==> src/rtl/x_ctrl_seq.sv <==
// x_ctrl_seq: execute-stage control; decodes the X-stage instruction, sequences the multdiv unit,
// flushes after taken branches and writes exception codes to rstatus. Macro X_CTRL_PERF_EN adds perf counters.
module x_ctrl_seq #(
    parameter int WORD_W       = 32,
    parameter int FLUSH_CYCLES = 2,
    parameter int MD_TIMEOUT   = 40,
    parameter int RSTATUS_MUL  = 4,
    parameter int RSTATUS_DIV  = 5
) (
    input  logic              clock,
    input  logic              reset,
    input  logic              in_valid,
    input  logic [4:0]        opcode,
    input  logic [4:0]        aluop,
    input  logic              isNotEqual,
    input  logic              isLessThan,
    input  logic              md_ready,
    input  logic              md_exception,
    output logic              reg_wren,
    output logic              dmem_wren,
    output logic              select_immed,
    output logic              select_writeval,
    output logic              select_readReg,
    output logic [1:0]        select_pc,
    output logic              j_or_jal,
    output logic              is_setx,
    output logic              take_bex,
    output logic              md_start,
    output logic              md_op,
    output logic              stall,
    output logic              flush,
    output logic              rstatus_wren,
    output logic [WORD_W-1:0] rstatus_val,
    output logic [31:0]       perf_stall_cnt,
    output logic [31:0]       perf_flush_cnt
);

    localparam logic [4:0] OP_ALU  = 5'd0;
    localparam logic [4:0] OP_J    = 5'd1;
    localparam logic [4:0] OP_BNE  = 5'd2;
    localparam logic [4:0] OP_JAL  = 5'd3;
    localparam logic [4:0] OP_JR   = 5'd4;
    localparam logic [4:0] OP_ADDI = 5'd5;
    localparam logic [4:0] OP_BLT  = 5'd6;
    localparam logic [4:0] OP_SW   = 5'd7;
    localparam logic [4:0] OP_LW   = 5'd8;
    localparam logic [4:0] OP_SETX = 5'd21;
    localparam logic [4:0] OP_BEX  = 5'd22;
    localparam logic [4:0] ALU_MUL = 5'd6;
    localparam logic [4:0] ALU_DIV = 5'd7;

    localparam logic [3:0] FLUSH_LOAD = 4'(FLUSH_CYCLES - 1);
    localparam logic [7:0] WD_LAST    = 8'(MD_TIMEOUT - 2);

    typedef enum logic [1:0] {
        S_IDLE    = 2'd0,
        S_MD_BUSY = 2'd1,
        S_MD_DONE = 2'd2,
        S_FLUSH   = 2'd3
    } state_t;

    state_t     state_q, state_d;
    logic [3:0] fcnt_q, fcnt_d;
    logic [7:0] wd_q, wd_d;
    logic       md_op_q, md_op_d;
    logic       md_exc_q, md_exc_d;
    logic       post_rst_q, post_rst_d;

    logic is_j, is_bne, is_jal, is_jr, is_addi, is_blt, is_sw, is_lw, is_bex, is_mul, is_div;
    logic eff_valid, take_bne, take_blt, take_bex_w, take_branch, launch;

    always_comb begin
        is_j    = (opcode == OP_J);
        is_bne  = (opcode == OP_BNE);
        is_jal  = (opcode == OP_JAL);
        is_jr   = (opcode == OP_JR);
        is_addi = (opcode == OP_ADDI);
        is_blt  = (opcode == OP_BLT);
        is_sw   = (opcode == OP_SW);
        is_lw   = (opcode == OP_LW);
        is_bex  = (opcode == OP_BEX);
        is_mul  = (opcode == OP_ALU) && (aluop == ALU_MUL);
        is_div  = (opcode == OP_ALU) && (aluop == ALU_DIV);

        // The cycle right after reset is forced idle so a still-presented instruction cannot relaunch.
        eff_valid   = in_valid && (state_q == S_IDLE) && !post_rst_q;
        take_bne    = eff_valid && is_bne && isNotEqual;
        take_blt    = eff_valid && is_blt && isNotEqual && !isLessThan;
        take_bex_w  = eff_valid && is_bex && isNotEqual;
        take_branch = take_bne || take_blt || take_bex_w;
        launch      = eff_valid && (is_mul || is_div);
    end

    always_comb begin
        // NOTE: every signal written here gets a default first, so no path leaves one unassigned
        // and no latch is inferred.
        state_d         = state_q;
        fcnt_d          = fcnt_q;
        wd_d            = wd_q;
        md_op_d         = md_op_q;
        md_exc_d        = md_exc_q;
        post_rst_d      = reset;

        reg_wren        = 1'b0;
        dmem_wren       = 1'b0;
        select_immed    = 1'b0;
        select_writeval = 1'b0;
        select_readReg  = 1'b0;
        select_pc       = 2'b00;
        j_or_jal        = 1'b0;
        is_setx         = 1'b0;
        take_bex        = 1'b0;
        md_start        = 1'b0;
        md_op           = md_op_q;
        stall           = 1'b0;
        flush           = 1'b0;
        rstatus_wren    = 1'b0;
        rstatus_val     = '0;

        unique case (state_q)
            S_IDLE: begin
                select_immed    = eff_valid && (is_addi || is_sw || is_lw);
                dmem_wren       = eff_valid && is_sw;
                select_writeval = eff_valid && is_lw;
                select_readReg  = eff_valid && (is_sw || is_bne || is_jr || is_blt);
                j_or_jal        = eff_valid && (is_j || is_jal);
                is_setx         = eff_valid && (opcode == OP_SETX);
                take_bex        = take_bex_w;
                select_pc[0]    = take_branch;
                select_pc[1]    = take_bne || take_blt;
                // A mul/div writes its result in MD_DONE, never in its launch cycle.
                reg_wren        = eff_valid && !launch &&
                                  !(is_sw || is_j || is_bne || is_jr || is_blt || is_bex);
                if (launch) begin
                    md_start = 1'b1;
                    md_op    = is_div;
                    md_op_d  = is_div;
                    stall    = 1'b1;
                    wd_d     = '0;
                    md_exc_d = 1'b0;
                    state_d  = S_MD_BUSY;
                end else if (take_branch) begin
                    flush   = 1'b1;
                    fcnt_d  = FLUSH_LOAD;
                    state_d = (FLUSH_CYCLES > 1) ? S_FLUSH : S_IDLE;
                end
            end
            S_MD_BUSY: begin
                stall = 1'b1;
                wd_d  = wd_q + 8'd1;
                if (md_ready) begin
                    md_exc_d = md_exception;
                    state_d  = S_MD_DONE;
                end else if (wd_q == WD_LAST) begin
                    md_exc_d = 1'b1;
                    state_d  = S_MD_DONE;
                end
            end
            S_MD_DONE: begin
                if (md_exc_q) begin
                    rstatus_wren = 1'b1;
                    rstatus_val  = md_op_q ? WORD_W'(RSTATUS_DIV) : WORD_W'(RSTATUS_MUL);
                end else begin
                    reg_wren = 1'b1;
                end
                state_d = S_IDLE;
            end
            S_FLUSH: begin
                flush  = 1'b1;
                fcnt_d = fcnt_q - 4'd1;
                if (fcnt_q <= 4'd1) begin
                    fcnt_d  = '0;
                    state_d = S_IDLE;
                end
            end
            default: state_d = S_IDLE;
        endcase
    end

    always_ff @(posedge clock) begin
        // NOTE: state registers use non-blocking assignments so every flop samples the
        // pre-edge values and simulation order cannot create races.
        post_rst_q <= post_rst_d;
        if (reset) begin
            state_q  <= S_IDLE;
            fcnt_q   <= '0;
            wd_q     <= '0;
            md_op_q  <= 1'b0;
            md_exc_q <= 1'b0;
        end else begin
            state_q  <= state_d;
            fcnt_q   <= fcnt_d;
            wd_q     <= wd_d;
            md_op_q  <= md_op_d;
            md_exc_q <= md_exc_d;
        end
    end

`ifdef X_CTRL_PERF_EN
    logic [31:0] perf_stall_q, perf_stall_d;
    logic [31:0] perf_flush_q, perf_flush_d;

    always_comb begin
        perf_stall_d = perf_stall_q;
        perf_flush_d = perf_flush_q;
        if (stall && (perf_stall_q != 32'hFFFF_FFFF)) perf_stall_d = perf_stall_q + 32'd1;
        if (take_branch && (perf_flush_q != 32'hFFFF_FFFF)) perf_flush_d = perf_flush_q + 32'd1;
    end

    always_ff @(posedge clock) begin
        if (reset) begin
            perf_stall_q <= '0;
            perf_flush_q <= '0;
        end else begin
            perf_stall_q <= perf_stall_d;
            perf_flush_q <= perf_flush_d;
        end
    end

    assign perf_stall_cnt = perf_stall_q;
    assign perf_flush_cnt = perf_flush_q;
`else
    assign perf_stall_cnt = '0;
    assign perf_flush_cnt = '0;
`endif

endmodule

==> config.mk <==
export PLATFORM = sky130hd
export DESIGN_NAME = x_ctrl_seq
export DESIGN_NICKNAME = d
export VERILOG_FILES = /design/src/rtl/x_ctrl_seq.sv
export SDC_FILE = /design/constraint.sdc
export NUM_CORES = 1
export LEC_CHECK = 0
export CORE_MARGIN = 2
export CORE_UTILIZATION = 37
export CTS_CLUSTER_SIZE = 14
export DETAILED_ROUTE_END_ITERATION = 6
export GPL_ROUTABILITY_DRIVEN = 0
export HOLD_SLACK_MARGIN = 0.05
export PLACE_DENSITY_LB_ADDON = 0.05
export RECOVER_POWER = 25
export SLEW_MARGIN = 10
export SYNTH_ARGS = -nofsm -noshare
export SYNTH_HDL_FRONTEND = slang
export SYNTH_SLANG_ARGS = --single-unit
==> constraint.sdc <==
create_clock -name clock -period 2.5 [get_ports clock]
set_clock_uncertainty 0.15 [all_clocks]
set_input_delay 0.5 -clock clock [delete_from_list [all_inputs] [get_ports clock]]
set_output_delay 0.5 -clock clock [all_outputs]
set_load 0.05 [all_outputs]
==> impl_summary.md <==
Run status
The flow ran to the end, and the final reports show no timing, DRC or antenna violations.

Logic synthesis
The count of mapped cells out of synthesis is 251. Counting distinct cell types in the post-synthesis netlist gives 44. Summing every instance area after synthesis gives between 0.0015 and 0.002 mm^2. Of the post-synthesis cell area, the dominant cell type holds 0.371.

The largest total area in the synthesized netlist belongs to buf_4. After synthesis, the share of cell area in mux cells is 0.00520. Of the total synthesized cell area, the portion taken by full adders, half adders and majority gates is 0.0585.

After synthesis the netlist holds a flip-flop and latch count of 17. The synthesis warning total is 0. Of the total synthesized cell area, the portion taken by XOR and XNOR cells is 0.0273. In the synthesized netlist the dominant register cell turns out to be dfxtp_1. Ranked by total cell area, the synthesized netlist is headed by buf_4 37%, dfxtp_1 18%, ha_1 5.9%. The combinational family with the most area after synthesis is buffers and inverters.

The number of flops mapped to enable cells by yosys is 0. Of all flip-flops after synthesis, the portion carrying an async set or reset was 0. The complex-gate fraction of the synthesized area is 0.132. The sequential element share of the synthesized area is 0.177. The share of synthesized cell area in and, or, nand and nor gates is 0.196. Dividing the synthesized area by the synthesized cell count gives ~7.7 um^2.

Power and ir drop
In this run the power density over the cells is approximately 660 mW/mm^2. The static leakage is 0.00123 uW. The overall power is between 1500 and 2000 uW.

The worst-case vdd ir drop is around 0.00039 V.

Clock network
For the worst-skew pair, the clock arrives at the later sink with an insertion delay of ~0.25 ns. In this run, CTS created clock tree buffers numbering 3. Clock tree synthesis found a total of 17 sinks.

After clock tree synthesis, the clock-pin slew on the worst setup and hold paths is ~0.060 ns. The tree is rooted in a clkbuf_8. For this design, the CTS-stage hold fixing added 0 buffers. The buffer depth of the longest clock path is 2. The count of H-tree levels built during CTS is 1.

TritonCTS built the clock tree.

Floorplanning
Measured along the x axis, the die boundary spans 76.1 um. The initialized floorplan defines 26 standard-cell rows. The die height is 76.1 um. In this run the count of I/O pins placed on the die edge is 128.

The initial utilization of the core area, before any placement, comes to 0.379. The total area inside the core boundary comes to roughly 0.0051 mm^2. The floorplan step defined a die boundary enclosing between 0.005 and 0.006 mm^2.

Critical path
The critical path buffer and inverter count is 2. The cell with the largest stage delay on the worst path is clkdlybuf4s15_1. Data arrives at the worst endpoint at about 1.8 ns. In this run the worst path has a maximum fanout of 7. STA classifies the critical path endpoint as an output port. For this run, the slowest stage of the critical path takes between 0.3 and 0.4 ns. In this design, the critical path's most frequently occurring cell is nor2_4. The signal on the critical path passes through clkdlybuf4s15_1, and3b_1, a211o_1, nor2_4, nor2_1, nor2_4, buf_12. In this design, the largest share of critical-path delay is due to simple AND/OR/NAND/NOR gates. Counting cells, the worst reg-to-reg path comes to 11. The worst path required time is between 1.5 and 2 ns. The cell depth of the worst setup path is 7.

The classification of the worst setup path is input pin to output port. The category of the worst setup path launch point is an input pin.

Global route
The number of global-route vias before repair is approximately 1.4k. The first global-routing pass estimated 6.79 mm of wire. The initial antenna violation count is 0.

Summed over all layers, the global routing overflow is 0. The met3 capacity usage during global routing is 0.0320. In the global route stage, met2 resource usage came out at 0.239. For this run, global-route usage on met1 was measured as 0.186. The aggregate global-route resource usage is 0.142. The global-route layer with the greatest usage is met2. The largest net degree at the start of global routing is 10.

STA
Setup repair after global routing left no endpoint under its margin. The number of max-slew violations in the final report is 0. The count of final hold-check violations was 0. For the pin with the worst max-slew slack, the measured transition is a little over 0.8 ns.

The worst-case headroom to the max-slew limit is 0.453. The post-route clock period utilization is 0.968. The count of endpoints failing setup in the final report is 0. The worst path setup slack after routing is 0.0801 ns.

Timing would allow up to 413 MHz. The post-route minimum period is between 2 and 2.5 ns. The worst hold slack across all endpoints is about 0.35 ns.

Layout
The net total in the final layout is between 300 and 400. The top cell types in the final layout, fill and taps aside, are 94 x conb_1, 32 x buf_4, 16 x nor2_1. Counting the fill cells in the layout gives 500. 0 antenna diodes ended up in the layout. Once layout is complete, the cells apart from fillers number between 300 and 400. Of the cells placed in the final design, the portion with a size suffix greater than 1 is 0.271. After routing the design area is 0.00259 mm^2. Summing all multi-input logic gate instances after layout gives approximately 0.0013 mm^2. Relative to the synthesized area, the layout overhead comes to 34.8%. The sequential standard cell area is ~350 um^2. The most frequent standard cell in the layout excluding fill and tap cells is conb_1.

Drt
The detailed-route DRC error count is 0. Across all layers, the routed design uses 1,609 vias. Wires add up to roughly 4.2 mm.

The count of antenna-violating nets left after detailed routing is 0. Before antenna repair, the detailed router went through 4 iterations. The vias per cell is roughly 4.1. The detailed router finished its first iteration with 36 violations. The wire length per cell is ~11 um.

Place
During placement, the flow inserted port buffers numbering 33. Once placement completed, the tool counted placed cells totaling about 380. Prior to clock tree synthesis, the placed netlist has a worst setup slack of -0.237 ns.

Summing all placed instances gives a cell area of roughly 0.0024 mm^2. The final HPWL from detailed placement is approximately 3.4 mm.

Min path
The number of cells traversed by the worst hold path is 2. The worst hold-check path type is flop to flop.

Flow run
The max capacitance violation total is 0.
==> worst min-delay path: cells and delay by family, from the launching register on <==
kind | cells | cell delay (ns)
DFF | 1 | 0.33
AOI/OAI and AO/OA | 2 | 0.13
==> metal layers <==
| metal | vias to the layer above | wire length, um |
|---|---|---|
| met2 | 74 | 2030 |
| met4 | 0 | 31 |
| met5 | - | 0 |
| li1 | 805 | - |
| met3 | 4 | 282 |
| met1 | 726 | 1880 |
==> worst paths after layout <==
check,from,to,slack [ns]
worst max-delay path,opcode[4],flush,0.08
worst min-delay path,fcnt_q[3],fcnt_q[3],0.35
worst max register to register,state_q[0],fcnt_q[2],0.13
worst min register to register,fcnt_q[3],fcnt_q[3],0.35
==> metrics by stage <==
step / setup TNS [ns] / util
final: 0 / 0.511
after CTS: 0 / 0.494
after detailed placement: -2.20 / 0.473
after floorplan: -1.75 / -
after global placement: -2.28 / 0.473
after global routing: 0 / 0.511
==> cells in the mapped netlist, types with 3 or more instances <==
cell type	instances
o21ai_0	6
a21oi_1	9
ha_1	9
buf_4	95
nor2_1	19
inv_1	11
nand3_1	7
nand2b_1	6
nor3_1	6
nor4_1	3
nor2b_1	3
dfxtp_1	17
o31ai_1	4
nand2_1	9
a211oi_1	5
xor2_1	4
o2111ai_1	3
or4_1	3
==> kinds of logic after synthesis <==
family	after synthesis
fa+ha+maj	9
other cells	1
simple gates	70
flops	17
buf+inv	111
xor+xnor	6
compound gates	36
mux	1
==> power breakdown <==
| group | total [uW] | internal, uW | leakage [uW] | switching [uW] |
|---|---|---|---|---|
| registers | 347 | 309 | 0.000139 | 38.4 |
| logic | 1150 | 392 | 0.00107 | 759 |
| clock network | 205 | 113 | 0.0000228 | 92.4 |
==> final cells by class <==
cell class | instances | share of cell area
tap | 70 | 0.0338
timing repair buffer | 71 | 0.287
multi-input combinational | 216 | 0.507
sequential | 17 | 0.133
inverter | 13 | 0.0217
clock buffer | 4 | 0.0174
==> registers in the layout (all words and copies together), names as in the netlist <==
name and flops:
md_exc_q 1, wd_q 8, post_rst_q 1, md_op_q 1
fcnt_q 4, state_q 2
==> timing repair <==
item | 4_1_cts | 5_1_grt
gates resized for setup | 29 | 26
setup buffers | 3 | 1
hold endpoints to repair | 0 | 0
pin swaps | 6 | 9
setup endpoints to repair | 13 | 11
Power figures use the tool's default switching activity.
